<file path="config.mk">
export PLATFORM = sky130hd
export DESIGN_NAME = pam4_vco_tx
export DESIGN_NICKNAME = d
export VERILOG_FILES = /design/src/rtl/pam4_tx_pkg.sv /design/src/rtl/pam4_sym_fifo.sv /design/src/rtl/pam4_vco_tx.sv
export SDC_FILE = /design/constraint.sdc
export NUM_CORES = 1
export LEC_CHECK = 0
export CORE_ASPECT_RATIO = 2
export CORE_UTILIZATION = 54
export CTS_CLUSTER_DIAMETER = 60
export CTS_CLUSTER_SIZE = 25
export DETAILED_ROUTE_END_ITERATION = 6
export PLACE_DENSITY = 0.84
export SLEW_MARGIN = 20
export SYNTH_ARGS = -nofsm -noshare
export SYNTH_HDL_FRONTEND = slang
export SYNTH_SLANG_ARGS = --single-unit
</file>
<file path="constraint.sdc">
create_clock -name clk -period 3.6 [get_ports clk]
set_input_delay 0.72 -clock clk [delete_from_list [all_inputs] [get_ports clk]]
set_output_delay 0.72 -clock clk [all_outputs]
set_load 0.02 [all_outputs]
</file>
<file path="src/rtl/pam4_tx_pkg.sv">
// Shared constants for the PAM4 VCO-emulation transmitter: symbol codes,
// per-symbol NCO frequency control words, FSM state encoding and PRBS7 helpers.
package pam4_tx_pkg;

    localparam int unsigned PH_W  = 24;
    localparam int unsigned SYM_W = 2;

    // PAM4 level codes
    localparam logic [SYM_W-1:0] SYM_M3 = 2'b00;
    localparam logic [SYM_W-1:0] SYM_M1 = 2'b01;
    localparam logic [SYM_W-1:0] SYM_P1 = 2'b10;
    localparam logic [SYM_W-1:0] SYM_P3 = 2'b11;

    // NCO increments at 50 MHz clk: 10, 15, 20 and 25 MHz
    localparam logic [PH_W-1:0] FCW_M3 = 24'h33_3333;
    localparam logic [PH_W-1:0] FCW_M1 = 24'h4C_CCCD;
    localparam logic [PH_W-1:0] FCW_P1 = 24'h66_6666;
    localparam logic [PH_W-1:0] FCW_P3 = 24'h80_0000;

    localparam logic [6:0] PRBS_SEED = 7'h7F;

    typedef enum logic [1:0] {
        ST_IDLE     = 2'd0,
        ST_PREAMBLE = 2'd1,
        ST_RUN      = 2'd2
    } tx_state_e;

    // Symbol code to NCO frequency control word
    function automatic logic [PH_W-1:0] sym_fcw(input logic [SYM_W-1:0] sym);
        logic [PH_W-1:0] fcw;
        case (sym)
            SYM_M3:  fcw = FCW_M3;
            SYM_M1:  fcw = FCW_M1;
            SYM_P1:  fcw = FCW_P1;
            default: fcw = FCW_P3;
        endcase
        return fcw;
    endfunction

    // One PRBS7 (x^7 + x^6 + 1) step; the new bit enters at bit 0
    function automatic logic [6:0] prbs7_step(input logic [6:0] s);
        return {s[5:0], s[6] ^ s[5]};
    endfunction

endpackage

</file>
<file path="src/rtl/pam4_sym_fifo.sv">
// Small synchronous FIFO for queued PAM4 symbols. Push is ignored when full,
// pop is ignored when empty; both may take effect in the same cycle.
module pam4_sym_fifo #(
    parameter int unsigned DEPTH = 4,
    parameter int unsigned W     = 2
) (
    input  logic         clk,
    input  logic         rst,
    input  logic         push,
    input  logic         pop,
    input  logic [W-1:0] din,
    output logic         full,
    output logic         empty,
    output logic [W-1:0] dout
);

    localparam int unsigned AW = (DEPTH > 1) ? $clog2(DEPTH) : 1;

    logic [W-1:0]  mem_q [DEPTH];
    logic [AW-1:0] wr_ptr_q;
    logic [AW-1:0] rd_ptr_q;
    logic [AW:0]   cnt_q;
    logic          do_push;
    logic          do_pop;

    assign full    = (cnt_q == (AW+1)'(DEPTH));
    assign empty   = (cnt_q == '0);
    assign dout    = mem_q[rd_ptr_q];
    assign do_push = push && !full;
    assign do_pop  = pop && !empty;

    // Storage array, no reset needed since occupancy guards reads
    always_ff @(posedge clk) begin
        if (do_push) begin
            mem_q[wr_ptr_q] <= din;
        end
    end

    // Pointers and occupancy
    always_ff @(posedge clk) begin
        if (rst) begin
            wr_ptr_q <= '0;
            rd_ptr_q <= '0;
            cnt_q    <= '0;
        end else begin
            if (do_push) begin
                wr_ptr_q <= wr_ptr_q + AW'(1);
            end
            if (do_pop) begin
                rd_ptr_q <= rd_ptr_q + AW'(1);
            end
            case ({do_push, do_pop})
                2'b10:   cnt_q <= cnt_q + (AW+1)'(1);
                2'b01:   cnt_q <= cnt_q - (AW+1)'(1);
                default: cnt_q <= cnt_q;
            endcase
        end
    end

endmodule

</file>
<file path="src/rtl/pam4_vco_tx.sv">
// PAM4 transmitter emulating a VCO: each symbol selects the frequency of a
// phase-continuous square wave on DATA for one UI. A fixed 00/11 preamble is
// sent before queued symbols.
// Build macro PAM4_TX_PRBS_EN: RUN symbols come from an internal PRBS7 and the
// symbol input is ignored.
module pam4_vco_tx
    import pam4_tx_pkg::*;
#(
    parameter logic [23:0] UI_FCW     = 24'h80_0000,
    parameter int unsigned PRE_UIS    = 256,
    parameter int unsigned FIFO_DEPTH = 4
) (
    input  logic       clk,
    input  logic       rst,
    input  logic       en,
    input  logic       sym_valid,
    input  logic [1:0] sym_data,
    output logic       sym_ready,
    output logic       DATA,
    output logic       ui_tick,
    output logic [1:0] cur_sym,
    output logic       underflow,
    output logic [7:0] underflow_cnt
);

    localparam int unsigned PCW = $clog2(PRE_UIS + 1);

    tx_state_e        state_q;
    logic [PH_W-1:0]  ui_ph_q;
    logic [PH_W-1:0]  ui_ph_d;
    logic [PH_W-1:0]  ui_ph_nn;
    logic [PH_W-1:0]  nco_ph_q;
    logic [PH_W-1:0]  nco_ph_d;
    logic             tick_q;
    logic             tick_d;
    logic [SYM_W-1:0] cur_sym_q;
    logic [PCW-1:0]   pre_cnt_q;
    logic             uf_q;
    logic [7:0]       uf_cnt_q;

    logic             load_c;
    logic             uf_c;
    logic             push_c;
    logic             pop_c;
    logic [SYM_W-1:0] run_sym_c;

    logic             fifo_full;
    logic             fifo_empty;
    logic [SYM_W-1:0] fifo_dout;

    // Accumulator next values; both collapse to zero when disabled
    always_comb begin
        ui_ph_d  = '0;
        nco_ph_d = '0;
        if (en) begin
            ui_ph_d = ui_ph_q + UI_FCW;
            if (state_q != ST_IDLE) begin
                nco_ph_d = nco_ph_q + sym_fcw(cur_sym_q);
            end
        end
    end

    // Tick is registered one cycle ahead: it marks the cycle whose increment wraps
    assign ui_ph_nn = ui_ph_d + UI_FCW;
    assign tick_d   = en && (ui_ph_nn < ui_ph_d);

    // A new data symbol is loaded on every RUN tick and on the tick ending the preamble
    assign load_c = tick_q && en &&
                    ((state_q == ST_RUN) ||
                     ((state_q == ST_PREAMBLE) && (pre_cnt_q == PCW'(PRE_UIS))));

`ifdef PAM4_TX_PRBS_EN
    logic [6:0] prbs_q;
    logic [6:0] prbs_mid_c;
    logic [6:0] prbs_nxt_c;
    logic       unused_prbs_inputs;

    assign prbs_mid_c = prbs7_step(prbs_q);
    assign prbs_nxt_c = prbs7_step(prbs_mid_c);
    assign run_sym_c  = {prbs_mid_c[0], prbs_nxt_c[0]};
    assign push_c     = 1'b0;
    assign pop_c      = 1'b0;
    assign uf_c       = 1'b0;
    assign sym_ready  = 1'b0;
    assign unused_prbs_inputs = ^{sym_valid, fifo_full, fifo_empty, fifo_dout};

    // PRBS restarts from the seed whenever the link is idle
    always_ff @(posedge clk) begin
        if (rst || !en || (state_q == ST_IDLE)) begin
            prbs_q <= PRBS_SEED;
        end else if (load_c) begin
            prbs_q <= prbs_nxt_c;
        end
    end
`else
    assign push_c    = sym_valid && !fifo_full;
    assign pop_c     = load_c;
    assign uf_c      = load_c && fifo_empty;
    assign run_sym_c = fifo_empty ? SYM_M1 : fifo_dout;
    assign sym_ready = !fifo_full;
`endif

    pam4_sym_fifo #(
        .DEPTH (FIFO_DEPTH),
        .W     (SYM_W)
    ) u_fifo (
        .clk   (clk),
        .rst   (rst),
        .push  (push_c),
        .pop   (pop_c),
        .din   (sym_data),
        .full  (fifo_full),
        .empty (fifo_empty),
        .dout  (fifo_dout)
    );

    // Control FSM, accumulators and registered outputs
    always_ff @(posedge clk) begin
        if (rst) begin
            state_q   <= ST_IDLE;
            ui_ph_q   <= '0;
            nco_ph_q  <= '0;
            tick_q    <= 1'b0;
            cur_sym_q <= SYM_M1;
            pre_cnt_q <= '0;
            uf_q      <= 1'b0;
            uf_cnt_q  <= '0;
        end else begin
            ui_ph_q  <= ui_ph_d;
            nco_ph_q <= nco_ph_d;
            tick_q   <= tick_d;
            uf_q     <= uf_c;
            if (uf_c && (uf_cnt_q != 8'hFF)) begin
                uf_cnt_q <= uf_cnt_q + 8'd1;
            end
            if (!en) begin
                state_q   <= ST_IDLE;
                cur_sym_q <= SYM_M1;
                pre_cnt_q <= '0;
            end else begin
                unique case (state_q)
                    ST_IDLE: begin
                        state_q   <= ST_PREAMBLE;
                        pre_cnt_q <= '0;
                    end
                    ST_PREAMBLE: begin
                        if (load_c) begin
                            state_q   <= ST_RUN;
                            cur_sym_q <= run_sym_c;
                        end else if (tick_q) begin
                            cur_sym_q <= pre_cnt_q[0] ? SYM_P3 : SYM_M3;
                            pre_cnt_q <= pre_cnt_q + PCW'(1);
                        end
                    end
                    ST_RUN: begin
                        if (load_c) begin
                            cur_sym_q <= run_sym_c;
                        end
                    end
                    default: begin
                        state_q <= ST_IDLE;
                    end
                endcase
            end
        end
    end

    assign DATA          = nco_ph_q[PH_W-1];
    assign ui_tick       = tick_q;
    assign cur_sym       = cur_sym_q;
    assign underflow     = uf_q;
    assign underflow_cnt = uf_cnt_q;

endmodule

</file>
==> results of run 1 <==
logic make-up (layout without fill, tap and decap cells):
kind of cell | Yosys count | after routing | share of synthesized area
xor gates and xnor gates | 55 | 55 | 0.122
buffers and inverters | 44 | 62 | 0.0460
DFF | 64 | 64 | 0.338
and+or+nand+nor | 176 | 176 | 0.216
adders and majority gates | 28 | 28 | 0.0867
AOI/OAI and AO/OA | 87 | 87 | 0.158
muxes | 11 | 11 | 0.0339
per-stage QoR:
step | hold WS, ns | instance area, sq um | std cells
2_1_floorplan | 0.469 | 4030 | 465
3_3_place_gp | 0.480 | 4280 | 559
3_5_place_dp | 0.487 | 4280 | 559
4_1_cts | 0.510 | 4540 | 575
5_1_grt | 0.533 | 4540 | 575
6_report | 0.510 | 4540 | 575
placed cells by master, fill, tap and decap left out, drive strengths merged, types with 3 or more instances in the layout:
cell and instances:
nor2 59, a21o 7, a221oi 3, buf 8, mux2i 8, and3 10, a31oi 8, edfxtp 8
o211ai 3, clkinv 3, a21oi 23, xnor2 29, nor2b 8, nand2b 10, nand3 10, nand4 4
nand2 38, maj3 7, or3 5, nor3 14, a32oi 3, o22ai 3, clkbuf 12, ha 19
clkdlybuf4s50 19, nor3b 3, o21ai 13, xor2 26, dfxtp 56, inv 19, a22oi 4, and2 5
and4 4
worst max-delay path, stage by stage, from the launching register on:
cell and delay (ns):
dfxtp_2 0.41, inv_1 0.18, ha_1 0.26, nor2_1 0.09
nor2_1 0.05, ha_1 0.20, inv_1 0.07, fa_1 0.20
o21bai_1 0.12, a21oi_1 0.12, o211ai_1 0.27, a32oi_1 0.16
a311oi_2 0.51, maj3_1 0.27, a2bb2oi_1 0.19, mux2i_1 0.19
cell type report:
| type | instances | area [sq um] | area share |
|---|---|---|---|
| inverter | 19 | 71.3 | 0.0157 |
| clock inverter | 4 | 22.5 | 0.00496 |
| clock buffer | 12 | 236 | 0.0521 |
| sequential | 64 | 1360 | 0.300 |
| tap | 92 | 115 | 0.0254 |
| timing repair buffer | 27 | 250 | 0.0551 |
| multi-input combinational | 357 | 2480 | 0.546 |
synthesized netlist by cell type (all sizes together), types with 7 or more instances:
| cell | count | area share |
|---|---|---|
| ha | 19 | 0.059 |
| clkbuf | 16 | 0.015 |
| nor2b | 8 | 0.012 |
| xnor2 | 29 | 0.065 |
| inv | 19 | 0.018 |
| mux2i | 8 | 0.020 |
| xor2 | 26 | 0.057 |
| nor2 | 59 | 0.055 |
| maj3 | 7 | 0.018 |
| buf | 9 | 0.013 |
| nor3 | 14 | 0.017 |
| nand2 | 38 | 0.035 |
| a21oi | 23 | 0.029 |
| nand3 | 10 | 0.012 |
| o21ai | 13 | 0.017 |
| a31oi | 8 | 0.016 |
| edfxtp | 8 | 0.060 |
| nand2b | 10 | 0.016 |
| and3 | 10 | 0.016 |
| dfxtp | 56 | 0.28 |
| a21o | 7 | 0.013 |
power by group:
group / leakage, nW / total [mW] / internal [mW] / switching [mW]
clock network: 0.126 / 0.770 / 0.462 / 0.308
registers: 0.526 / 0.755 / 0.739 / 0.0161
logic: 1.09 / 0.114 / 0.0480 / 0.0656
total: 1.74 / 1.64 / 1.25 / 0.389
registers in the layout, summed over array words and instances (netlist names), 2 cells and up, named ones only:
name	cells
pre_cnt_q	9
cur_sym	2
state_q	2
underflow_cnt	8
u_fifo.rd_ptr_q	2
u_fifo.wr_ptr_q	2
u_fifo.mem_q	8
nco_ph_q	24
u_fifo.cnt_q	3
path summary, 6_finish.rpt:
kind / start / end / depth (start not counted)
setup / recovery: cur_sym[0] / nco_ph_q[12] / 15
setup reg to reg: cur_sym[0] / nco_ph_q[12] / 15
hold / removal: ui_ph_q[23] / ui_ph_q[23] / 1
hold reg to reg: ui_ph_q[23] / ui_ph_q[23] / 1
metal layers:
layer,global-route usage,vias to the layer above,part of all wire
met5,0,-,0
met4,0.190,0,0.059
met3,0.0513,58,0.047
met2,0.519,145,0.56
met1,0.239,1670,0.34
li1,-,1644,-
==> metrics.csv, run 1 <==
stage,metric,value,unit
run_status,outcome,"finished, final reports clean",
clocking,htree_levels,3,
worst_setup_path,startpoint_type,register,
floorplanning,io_pins,20,
clocking,hold_buffers,0,
routing,drc,0,
power,vdd_drop_max,0.378,mV
worst_setup_path,cp-end-kind,register,
routing,wl,9750,um
clocking,cts_root_buffer,clkbuf_16,
global_route,grt_pass1_vias,3557,
global_route,antenna_found_initial,0,
worst_setup_path,crit_type,reg2reg,
layout,fill_cells,596,
logic_synthesis,synth_cell_types,68,
global_route,gr-total-overflow,0,
logic_synthesis,ys_ff_latch,64,
clocking,cts.clk_slew.worst_paths,0.06,ns
global_route,grt_pass1_wl,16100,um
worst_setup_path,arrival,3.61,ns
power,design_power_total,1.64,mW
worst_setup_path,reg2reg_slack,0.25,ns
power,leakage,1.74,nW
logic_synthesis,synth_area_per_cell,8.66,sq um
timing,fin_skew,0.00589,ns
logic_synthesis,postSynthCellCount,465,
timing,worst_slew_pin_slew,0.645,ns
clocking,cts_resized,0,
timing,setup_violations,0,
timing,fin_ws,0.250,ns
worst_setup_path,crit_required,3.86,ns
timing,timing.final.crit_share,0.931,
timing,fmax,298,MHz
global_route,grt_max_degree,18,
clocking,clockBufferDepth,2,
place,place_congestion,0.955,
floorplanning,core,7210,sq um
timing,hold_violations,0,
layout,antenna_cells,0,
routing,drt_iter0_drc,325,
worst_setup_path,critPathMaxFanout,7,
routing,routed_via_density,6.12,
global_route,grtUsageTotal,0.267,
routing,num_vias,3517,
floorplanning,die_area,7830,sq um
worst_hold_path,hold_path.class,reg2reg,
layout,area_delta_synth_final,12.7,%
clocking,cts_tree,yes,
timing,final-max-slew-violation-count,0,
place,pre_cts_slack,0.213,ns
logic_synthesis,syn_area,4030,sq um
timing,period_needed,3.35,ns
place,place_hpwl,7160,um
routing,wl_per_cell,17.0,um
routing,dr.pass1.iters,5,
timing,slew_headroom,0.570,
clocking,numCtsBuffers,9,
logic_synthesis,async_reset_ff_frac,0,
power,p_per_area,361,nW/um^2
floorplanning,initial_utilization,0.558,
logic_synthesis,synth_edf_count,8,
routing,antenna_left,0,
timing,tns,0,ns
floorplanning,die_h,124,um
layout,drive_above_1_share,0.0745,
timing,rsz0062_at_grt,no,
place,port_buffers,19,
floorplanning,core.rowCount,44,
clocking,clk_latency,0.33,ns
layout,finalCoreUtilization,0.629,
clocking,clock_sinks,64,
logic_synthesis,yosysSeqAreaShare,0.338,
logic_synthesis,synth_ff_type,dfxtp_1,
logic_synthesis,synth.net_count,492,
floorplanning,die_w,63.1,um
logic_synthesis,synth_warnings,0,
clocking,post_cts_buffers,0,
job,cap_violations,0,
layout,fin_nets,505,
No activity file was read; power rests on OpenSTA's default activity.
==> run 2, diff against run 1 <==
==> constraint.sdc (replaced) <==
create_clock -name clk -period 3.6 [get_ports clk]
set_input_delay 0.54 -clock clk [delete_from_list [all_inputs] [get_ports clk]]
set_output_delay 0.54 -clock clk [all_outputs]
set_load 0.02 [all_outputs]
==> run 2 against run 1 <==
  * Sequential power hardly changed
  * Highest routed layer unchanged
  * Maximum frequency decreased by 0.64%
  * Critical path depth is the same
  * Largest power group unchanged
  * Flip-flop and latch count stayed put
  * Via count down 1.8%
  * Sequential share of layout area shrank 0.24 points
  * Combinational power is essentially flat
  * Design area grew 0.80%
  * Critical path type unchanged
  * Worst setup slack worse by 0.022 ns
==> metrics.csv, run 2 (same netlist as run 1, synthesis figures left out) <==
stage,metric,value,unit,change
run_status,outcome,"finished, final reports clean",,
floorplanning,die_area,7830,sq um,unchanged
layout,antenna_cells,0,,unchanged
floorplanning,die_h,124,um,unchanged
routing,drt_iter0_drc,148,,-54%
floorplanning,core,7210,sq um,unchanged
clocking,clockBufferDepth,2,,unchanged
job,cap_violations,0,,unchanged
layout,layout_common_cells,"nor2_1, dfxtp_1, nand2_1",,
clocking,clk_latency,0.34,ns,about the same
clocking,htree_levels,3,,unchanged
clocking,clock_sinks,64,,unchanged
power,vdd_drop_max,0.348,mV,-7.9%
global_route,antenna_found_initial,0,,unchanged
layout,drive_above_1_share,0.0785,,+0.00398
timing,tns,0,ns,unchanged
floorplanning,io_pins,20,,unchanged
layout,largest_reg_flops,24,,unchanged
worst_setup_path,cp-end-kind,register,,
layout,final_common_cell,nor2_1,,
worst_setup_path,crit_required,3.83,ns,-0.03 ns
timing,holdWs,0.513,ns,+0.00291 ns
timing,setup_violations,0,,unchanged
layout,top_register,nco_ph_q,,
timing,hold_violations,0,,unchanged
timing,period_needed,3.37,ns,+0.0215 ns
global_route,grt_pass1_wl,15900,um,-1.6%
power,p_per_area,368,nW/um^2,+1.9%
global_route,gr-total-overflow,0,,unchanged
timing,fmax,297,MHz,-0.64%
layout,area_delta_synth_final,13.6,%,
global_route,grtUsageTotal,0.268,,+0.00107
routing,drc,0,,unchanged
timing,worst_slew_pin_slew,0.640,ns,-0.00473 ns
routing,dr.pass1.iters,4,,-1
clocking,cts_root_buffer,clkbuf_16,,
routing,wl_per_cell,16.9,um,-0.62%
floorplanning,die_w,63.1,um,unchanged
floorplanning,initial_utilization,0.558,,unchanged
routing,antenna_left,0,,unchanged
timing,rsz0062_at_grt,no,,
clocking,cts.clk_slew.worst_paths,0.05,ns,about the same
place,place_congestion,0.970,,+1.6%
worst_hold_path,hold_path.class,reg2reg,,
routing,routed_via_density,5.99,,-2.0%
power,leakage,1.76,nW,+0.85%
layout,reg_top3,"nco_ph_q x24, pre_cnt_q x9",,
layout,fill_cells,605,,+1.5%
clocking,cts_tree,yes,,
layout,fin_nets,506,,+0.20%
timing,fin_skew,0.00280,ns,-0.00309 ns
clocking,numCtsBuffers,9,,unchanged
timing,slew_headroom,0.570,,about the same
global_route,grt_pass1_vias,3558,,+0.028%
timing,final-max-slew-violation-count,0,,unchanged
global_route,grt_max_degree,18,,unchanged
worst_setup_path,crit_type,reg2reg,,
worst_setup_path,arrival,3.60,ns,about the same
worst_setup_path,startpoint_type,register,,
routing,num_vias,3452,,-1.8%
routing,wl,9710,um,-0.45%
place,place_hpwl,7260,um,+1.5%
place,port_buffers,19,,unchanged
floorplanning,core.rowCount,44,,unchanged
timing,timing.final.crit_share,0.937,,+0.00598
worst_setup_path,critPathMaxFanout,7,,unchanged
run 2: power by group:
group / switching (mW) / internal [mW]
logic: 0.0666 / 0.0483
registers: 0.0167 / 0.738
clock network: 0.326 / 0.487
run 2: routing by layer:
| metal | up-vias | part of all wire | GRT usage |
|---|---|---|---|
| met5 | - | 0 | 0 |
| met4 | 0 | 0.059 | 0.246 |
| met3 | 52 | 0.034 | 0.0485 |
| met2 | 110 | 0.55 | 0.503 |
| met1 | 1634 | 0.36 | 0.236 |
| li1 | 1656 | - | - |
run 2: through the flow:
step	instance area (sq um)	instances	setup WS (ns)	power, mW	util
after global placement	4290	560	0.335	0.876	0.594
final	4570	576	0.228	1.68	0.634
after CTS	4560	576	0.154	1.69	0.633
after global routing	4570	576	0.0732	1.73	0.634
after floorplan	4030	465	0.178	0.846	-
after detailed placement	4290	560	0.193	0.880	0.594
run 2: what timing repair did:
item	CTS	global route
resized for setup	0	2
hold buffers	0	0
buffers inserted	0	0
endpoints found under the setup margin	0	4
endpoints found under the hold margin	0	0
run 2: path summary, 6_finish.rpt:
check	from	endpoint	slack, ns	cells after the start
worst max-delay path	cur_sym[0]	nco_ph_q[12]	0.23	15
worst min-delay path	cur_sym[1]	cur_sym[1]	0.51	2
worst max register to register	cur_sym[0]	nco_ph_q[12]	0.23	15
worst min register to register	cur_sym[1]	cur_sym[1]	0.51	2
run 2: critical path, cell delays in order (launching register included):
cell and delay, ns:
dfxtp_2 0.36, inv_1 0.21, ha_1 0.21, nor2_1 0.04, nor2_1 0.10, ha_1 0.19
inv_1 0.06, fa_1 0.41, o21bai_1 0.19, a21oi_1 0.24, o211ai_1 0.15, a32oi_1 0.32
a311oi_4 0.12, maj3_1 0.40, a2bb2oi_1 0.15, mux2i_1 0.12
run 2: cell type report:
type / count / area (sq um) / share of cell area
tap: 92 / 115 / 0.0252
clock buffer: 12 / 246 / 0.0539
multi-input combinational: 357 / 2490 / 0.545
inverter: 19 / 71.3 / 0.0156
sequential: 64 / 1360 / 0.298
timing repair buffer: 28 / 258 / 0.0563
clock inverter: 4 / 30.0 / 0.00656
==> run 3, diff against run 2 <==
--- a/config.mk
+++ b/config.mk
@@ -6,11 +6,13 @@
 export NUM_CORES = 1
 export LEC_CHECK = 0
 export CORE_ASPECT_RATIO = 2
+export CORE_MARGIN = 1
 export CORE_UTILIZATION = 54
 export CTS_CLUSTER_DIAMETER = 60
 export CTS_CLUSTER_SIZE = 25
 export DETAILED_ROUTE_END_ITERATION = 6
 export PLACE_DENSITY = 0.84
+export SKIP_LAST_GASP = 1
 export SLEW_MARGIN = 20
 export SYNTH_ARGS = -nofsm -noshare
 export SYNTH_HDL_FRONTEND = slang
==> results of run 3 <==
Same layout as run 2: the final DEF is identical, and so are final timing and power.
